File: src/rtl/io_input_cond.sv
// Two-flop synchronizer plus per-bit debounce for 32 switches and 4 buttons, with press pulses and sticky flags.
// Latency: DEBOUNCE_CYCLES+2 edges from pad to stable level; no backpressure, outputs are always valid.
module io_input_cond #(
  parameter int DEBOUNCE_CYCLES = 16,
  parameter bit BTN_ACTIVE_LOW  = 1'b1
) (
  input  logic        clk,
  input  logic        rst_n,
  input  logic [31:0] i_sw_raw,
  input  logic [3:0]  i_btn_raw,
  input  logic [3:0]  i_btn_evt_clr,
  output logic [31:0] o_io_sw,
  output logic [3:0]  o_io_btn,
  output logic [3:0]  o_btn_press,
  output logic [3:0]  o_btn_evt
);

  localparam int NL = 36;
  localparam int CW = $clog2(DEBOUNCE_CYCLES) + 1;
  localparam logic [CW-1:0] CNT_MAX  = CW'(DEBOUNCE_CYCLES - 1);
  localparam logic [3:0]    BTN_REL  = BTN_ACTIVE_LOW ? 4'hF : 4'h0;
  localparam logic [NL-1:0] LANE_RST = {BTN_REL, 32'h0};

  logic [NL-1:0] sync1_q, sync1_d;
  logic [NL-1:0] sync2_q, sync2_d;
  logic [NL-1:0] stable_q, stable_d;
  logic [CW-1:0] cnt_q [NL];
  logic [CW-1:0] cnt_d [NL];
  logic [3:0]    press_now;
  logic [3:0]    btn_press_q, btn_press_d;
  logic [3:0]    btn_evt_q, btn_evt_d;

  always_comb begin
    sync1_d  = {i_btn_raw, i_sw_raw};
    sync2_d  = sync1_q;
    stable_d = stable_q;
    for (int i = 0; i < NL; i++) begin
      cnt_d[i] = '0;
      // Any cycle agreeing with the stable level restarts the count.
      if (sync2_q[i] != stable_q[i]) begin
        if (cnt_q[i] == CNT_MAX) begin
          stable_d[i] = sync2_q[i];
        end else begin
          cnt_d[i] = cnt_q[i] + CW'(1);
        end
      end
    end
    press_now   = ~(stable_q[35:32] ^ BTN_REL) & (stable_d[35:32] ^ BTN_REL);
    btn_press_d = press_now;
    btn_evt_d   = press_now | (btn_evt_q & ~i_btn_evt_clr);
  end

  always_ff @(posedge clk) begin
    if (!rst_n) begin
      sync1_q     <= LANE_RST;
      sync2_q     <= LANE_RST;
      stable_q    <= LANE_RST;
      btn_press_q <= '0;
      btn_evt_q   <= '0;
      for (int i = 0; i < NL; i++) begin
        cnt_q[i] <= '0;
      end
    end else begin
      sync1_q     <= sync1_d;
      sync2_q     <= sync2_d;
      stable_q    <= stable_d;
      btn_press_q <= btn_press_d;
      btn_evt_q   <= btn_evt_d;
      for (int i = 0; i < NL; i++) begin
        cnt_q[i] <= cnt_d[i];
      end
    end
  end

  assign o_io_sw     = stable_q[31:0];
  assign o_io_btn    = stable_q[35:32];
  assign o_btn_press = btn_press_q;
  assign o_btn_evt   = btn_evt_q;

endmodule

File: config.mk
export PLATFORM = sky130hd
export DESIGN_NAME = io_input_cond
export DESIGN_NICKNAME = d
export VERILOG_FILES = /design/src/rtl/io_input_cond.sv
export SDC_FILE = /design/constraint.sdc
export NUM_CORES = 1
export LEC_CHECK = 0
export ABC_CLOCK_PERIOD_IN_PS = 3300
export CORE_MARGIN = 1
export CORE_UTILIZATION = 35
export DETAILED_ROUTE_END_ITERATION = 6
export SETUP_SLACK_MARGIN = 0.2
export SLEW_MARGIN = 30
export SYNTH_ARGS = -nofsm -noshare
export SYNTH_HDL_FRONTEND = slang
export SYNTH_SLANG_ARGS = --single-unit
File: constraint.sdc
create_clock -name clk -period 3.3 [get_ports clk]
set_input_delay 0.495 -clock clk [delete_from_list [all_inputs] [get_ports clk]]
set_output_delay 0.495 -clock clk [all_outputs]
set_load 0.02 [all_outputs]
Word level (Yosys, flattened, before mapping)
Memory sizes are Yosys's and may differ from the RTL's.
Index checks and enable logic that the tools add are counted.
{ "word_totals": {"reg_bits": 116, "ramBits": 180, "inputBits": 42, "out_inout_bits": 44, "word_cells": 339, "memories": 1} }
{ "op_classes": {"add_sub_neg": 36, "n_eq_ne": 72, "mux": 118, "bitwise_logic": 43, "n_reduce_logical": 32} }
{ "memory_table": {"columns": ["name", "words", "width", "read_ports", "rd_ports_with_merged_regs", "wr", "line_no", "source"], "rows": [
  ["cnt_q", 36, 5, 36, 0, 36, "27", "logic [CW-1:0] cnt_q [NL];"]
]} }
{ "op_table": {"columns": ["op", "n"], "rows": [
  ["$mux 5", 108],
  ["$add 5x1->5 const B", 36],
  ["$eq 5x4->1 const B", 36],
  ["$reduce_and 2->1", 32],
  ["$ne 1x1->1", 36],
  ["$or 1x1->1", 36],
  ["$not 4->4", 4],
  ["$mux 1", 10],
  ["$and 4x4->4", 2],
  ["$or 4x4->4", 1]
]} }

Longest topological paths before layout
{ "depth": {"depth_word": 6, "depth_mapped": 6, "mapped_depth_nobuf": 6} }

Worst setup path before layout
No wires, ideal clock.
{ "synth_timing": {"path_kind": "flip-flop to flip-flop", "start": "memory cnt_q[8][15] (netlist bit)", "end": "register btn_evt_q[3], in the netlist o_btn_evt[3]", "setup_ps": 119, "t_arrival_ps": 1310, "required_time_ps": 3181, "path_slack_ps": 1871, "stages_incl_launch_ff": 7, "path_buffers": 0, "synth_period_minus_slack_ps": 1429, "path_cell_list": "dfxtp_1 > ha_1 > and3_1 > ha_1 > nor2b_1 > and3_1 > o21bai_1"} }
{ "synth_lines": {"columns": ["element", "line_no", "source"], "rows": [
  ["from (decl)", "27", null],
  ["to (signal assigned)", "68", "btn_evt_q <= btn_evt_d;"],
  ["to (decl)", "31", "logic [3:0] btn_evt_q, btn_evt_d;"]
]} }

Final worst setup path
{ "layout_timing": {"start": "register stable_q[13]", "end": "output o_io_sw[13]"} }
{ "layout_lines": {"columns": ["element", "line_no", "source"], "rows": [
  ["from (decl)", "26", "logic [NL-1:0] stable_q, stable_d;"],
  ["from (signal assigned)", "66", "stable_q <= stable_d;"],
  ["to (decl)", "12", "output logic [31:0] o_io_sw,"]
]} }
No word-level cell between the ends.

==> impl_metrics.env <==
export IMPL_grt_pass1_wl_um=27100
export IMPL_crit_family="buffers and inverters"
export IMPL_gr_total_overflow=0
export IMPL_fillers=2879
export IMPL_ys_types=25
export IMPL_routed_top_layer="met4"
export IMPL_worst_pin_slew_ns=0.706
export IMPL_crit_path_end_kind="primary output"
export IMPL_die_area_um2=32200
export IMPL_cp_num_buf_inv=1
export IMPL_syn_nets=1124
export IMPL_ir_worst_vdd_uv=386
export IMPL_yosysWarnings=0
export IMPL_vias=6437
export IMPL_synth_seq_cells=296
export IMPL_die_height_um=180
export IMPL_grt_max_degree=82
export IMPL_post_cts_buffers=0
export IMPL_fin_crit_ns=2.03
export IMPL_setup_tns_ns=0
export IMPL_violations="design-rule violations"
export IMPL_drive_above_1_share_pct=8.22
export IMPL_fmax_mhz=492
export IMPL_pwr_share_seq_pct=48.4
export IMPL_final_common_cell="dfxtp_1"
export IMPL_firstDrtPassIters=7
export IMPL_critPathRequiredTime_ns=2.80
export IMPL_row_count=64
export IMPL_nets=1231
export IMPL_drc_errors=4
export IMPL_p_int_mw=6.03
export IMPL_cts_tree="yes"
export IMPL_track_usage_pct=9.78
export IMPL_clk_latency_ns=0.50
export IMPL_routed_wl_met3_um=806
export IMPL_antenna_found_initial=0
export IMPL_die_x_um=180
export IMPL_viasPerCell=4.18
export IMPL_netlist_instances=1010
export IMPL_path_class="register to primary output"
export IMPL_clk_pin_slew_ns=0.06
export IMPL_hold_violations=0
export IMPL_status="complete, but fails checks"
export IMPL_antenna_cells=0
export IMPL_pwr_share_comb_pct=2.3
export IMPL_cts_made_buffers=34
export IMPL_finalWirelength_um=15100
export IMPL_hpwl_um=9830
export IMPL_drtIter0Drc=142
export IMPL_core_area_um2=30800
export IMPL_crit_arrival_ns=1.54
export IMPL_wl_per_cell_um=9.78
export IMPL_path_max_fanout=3
export IMPL_final_cells=1539
export IMPL_synth_avg_cell_area_um2=10.9
export IMPL_grt_pass1_vias=6234
export IMPL_synth_top_family_by_area="simple AND/OR/NAND/NOR gates"
export IMPL_cts_repair_resized=0
export IMPL_placed_cells=1477
export IMPL_placed_area_um2=12300
export IMPL_critPathMaxStageDelay_ns=0.67
export IMPL_finalInstanceArea_um2=13400
export IMPL_start_kind="register"
export IMPL_synth_compound_area_share_pct=0.352
export IMPL_initial_core_util_pct=35.8
export IMPL_power_density_nw_per_um2=563
export IMPL_final_core_util_pct=43.5
export IMPL_htreeDepth=2
export IMPL_p_sw_mw=1.52
export IMPL_clk_path_buf_depth=3
export IMPL_syn_cell_area_um2=11000
export IMPL_critPathSlowestCell="clkdlybuf4s50_1"
export IMPL_rsz0062_at_grt="false"
export IMPL_fin_crit_sh_pct=61.5
export IMPL_synth_xor_area_share_pct=8.57
export IMPL_synth_simple_area_share_pct=22.2
export IMPL_swShare_pct=20.1
export IMPL_pwr_share_clk_pct=49.3
export IMPL_synth_fa_ha_area_share_pct=8.16
export IMPL_ios=86
export IMPL_setup_viol=0
export IMPL_ant_nets=0
export IMPL_place_port_buffers=85
export IMPL_slew_headroom_pct=52.9
export IMPL_wl_met1_um=7350
export IMPL_wl_met2_um=6390
export IMPL_drv_cap=0
export IMPL_mostFrequentLayoutCells="dfxtp_1, nor2_1, clkdlybuf4s50_1"
export IMPL_drv_slew=0
export IMPL_p_leak_nw=5.81
export IMPL_ys_seq_area_share_pct=53.7
export IMPL_hold_buffers=0
export IMPL_cts_sinks=296
export IMPL_area_growth_pct=21.6
export IMPL_muxShareOfSynthArea_pct=3.17
export IMPL_gp_congestion=0.684
export IMPL_crit_chain="clkdlybuf4s50_1"
export IMPL_cts_root_buf="clkbuf_16"
export IMPL_fin_skew_ns=0.0144
export IMPL_hold_class="register to register"
-- registers in the layout (all words and copies together) (netlist names) --
name / count
o_btn_press: 4
o_btn_evt: 4
sync2_q: 36
stable_q: 36
sync1_q: 36
cnt_q: 180
-- cell families (layout without fill, tap and decap cells) --
kind of cell,count (synthesis),count (layout)
DFF,296,296
and+or+nand+nor,402,402
adders and majority gates,72,72
xor gates and xnor gates,108,108
buffers and inverters,92,225
AOI/OAI and AO/OA,5,5
muxes,35,35
-- worst paths after layout --
kind / end / slack (ns) / start / cells after the start
worst max-delay path: o_io_sw[13] / 1.27 / stable_q[13] / 1
worst min-delay path: sync2_q[32] / 0.40 / sync1_q[32] / 1
worst max register to register: o_btn_evt[3] / 1.78 / cnt_q[8][15] / 6
worst min register to register: sync2_q[32] / 0.40 / sync1_q[32] / 1
-- metrics by stage --
stage          hold slack (ns)  total power, mW  worst slack (ns)
3_5_place_dp             0.397             3.91              1.52
3_3_place_gp             0.391             3.91              1.55
4_1_cts                  0.406             7.72              1.22
6_report                 0.404             7.55              1.27
5_1_grt                  0.421             7.88              1.19
2_1_floorplan            0.386             3.85              1.87
-- synth_stat cells, drive strengths merged --
master / instances / area share, %
and2b: 18 / 1.2
inv: 75 / 2.6
xnor2: 36 / 2.9
nor2: 181 / 6.2
mux2i: 35 / 3.2
o21bai: 1 / 0.068
a31o: 3 / 0.24
and2: 64 / 3.6
and4b: 3 / 0.37
nand3: 36 / 1.6
dfxtp: 296 / 54
and3: 37 / 2.1
ha: 72 / 8.2
nand2: 4 / 0.14
clkbuf: 8 / 0.27
xor2: 72 / 5.7
nand3b: 36 / 5.6
o21ai: 1 / 0.045
nor2b: 15 / 0.85
nand2b: 8 / 0.45
buf: 9 / 1.0
-- power by group through the flow --
stage | Clock (mW) | Sequential (mW) | Combinational [mW]
finish | 3.72 | 3.66 | 0.176
global route | 4.02 | 3.66 | 0.200
CTS | 3.89 | 3.66 | 0.182
detailed placement | 0 | 3.73 | 0.181
global placement | 0 | 3.73 | 0.179
floorplan | 0 | 3.73 | 0.122
-- area by class of cell --
class                      instances  area [µm²]  share of cell area (%)
tap                              396         495                    3.69
clock inverter                    14         128                   0.951
multi-input combinational        622        4680                    34.9
sequential                       296        5930                    44.2
inverter                          75         282                    2.10
clock buffer                      48        1020                    7.58
timing repair buffer              88         887                    6.61
-- routing by layer --
metal | global-route usage [%] | up-vias
met5 | 0 | -
met4 | 4.48 | 0
li1 | - | 3449
met1 | 12.3 | 2849
met2 | 15.7 | 95
met3 | 2.65 | 44
Note: power is estimated with default switching activity, not from simulation.
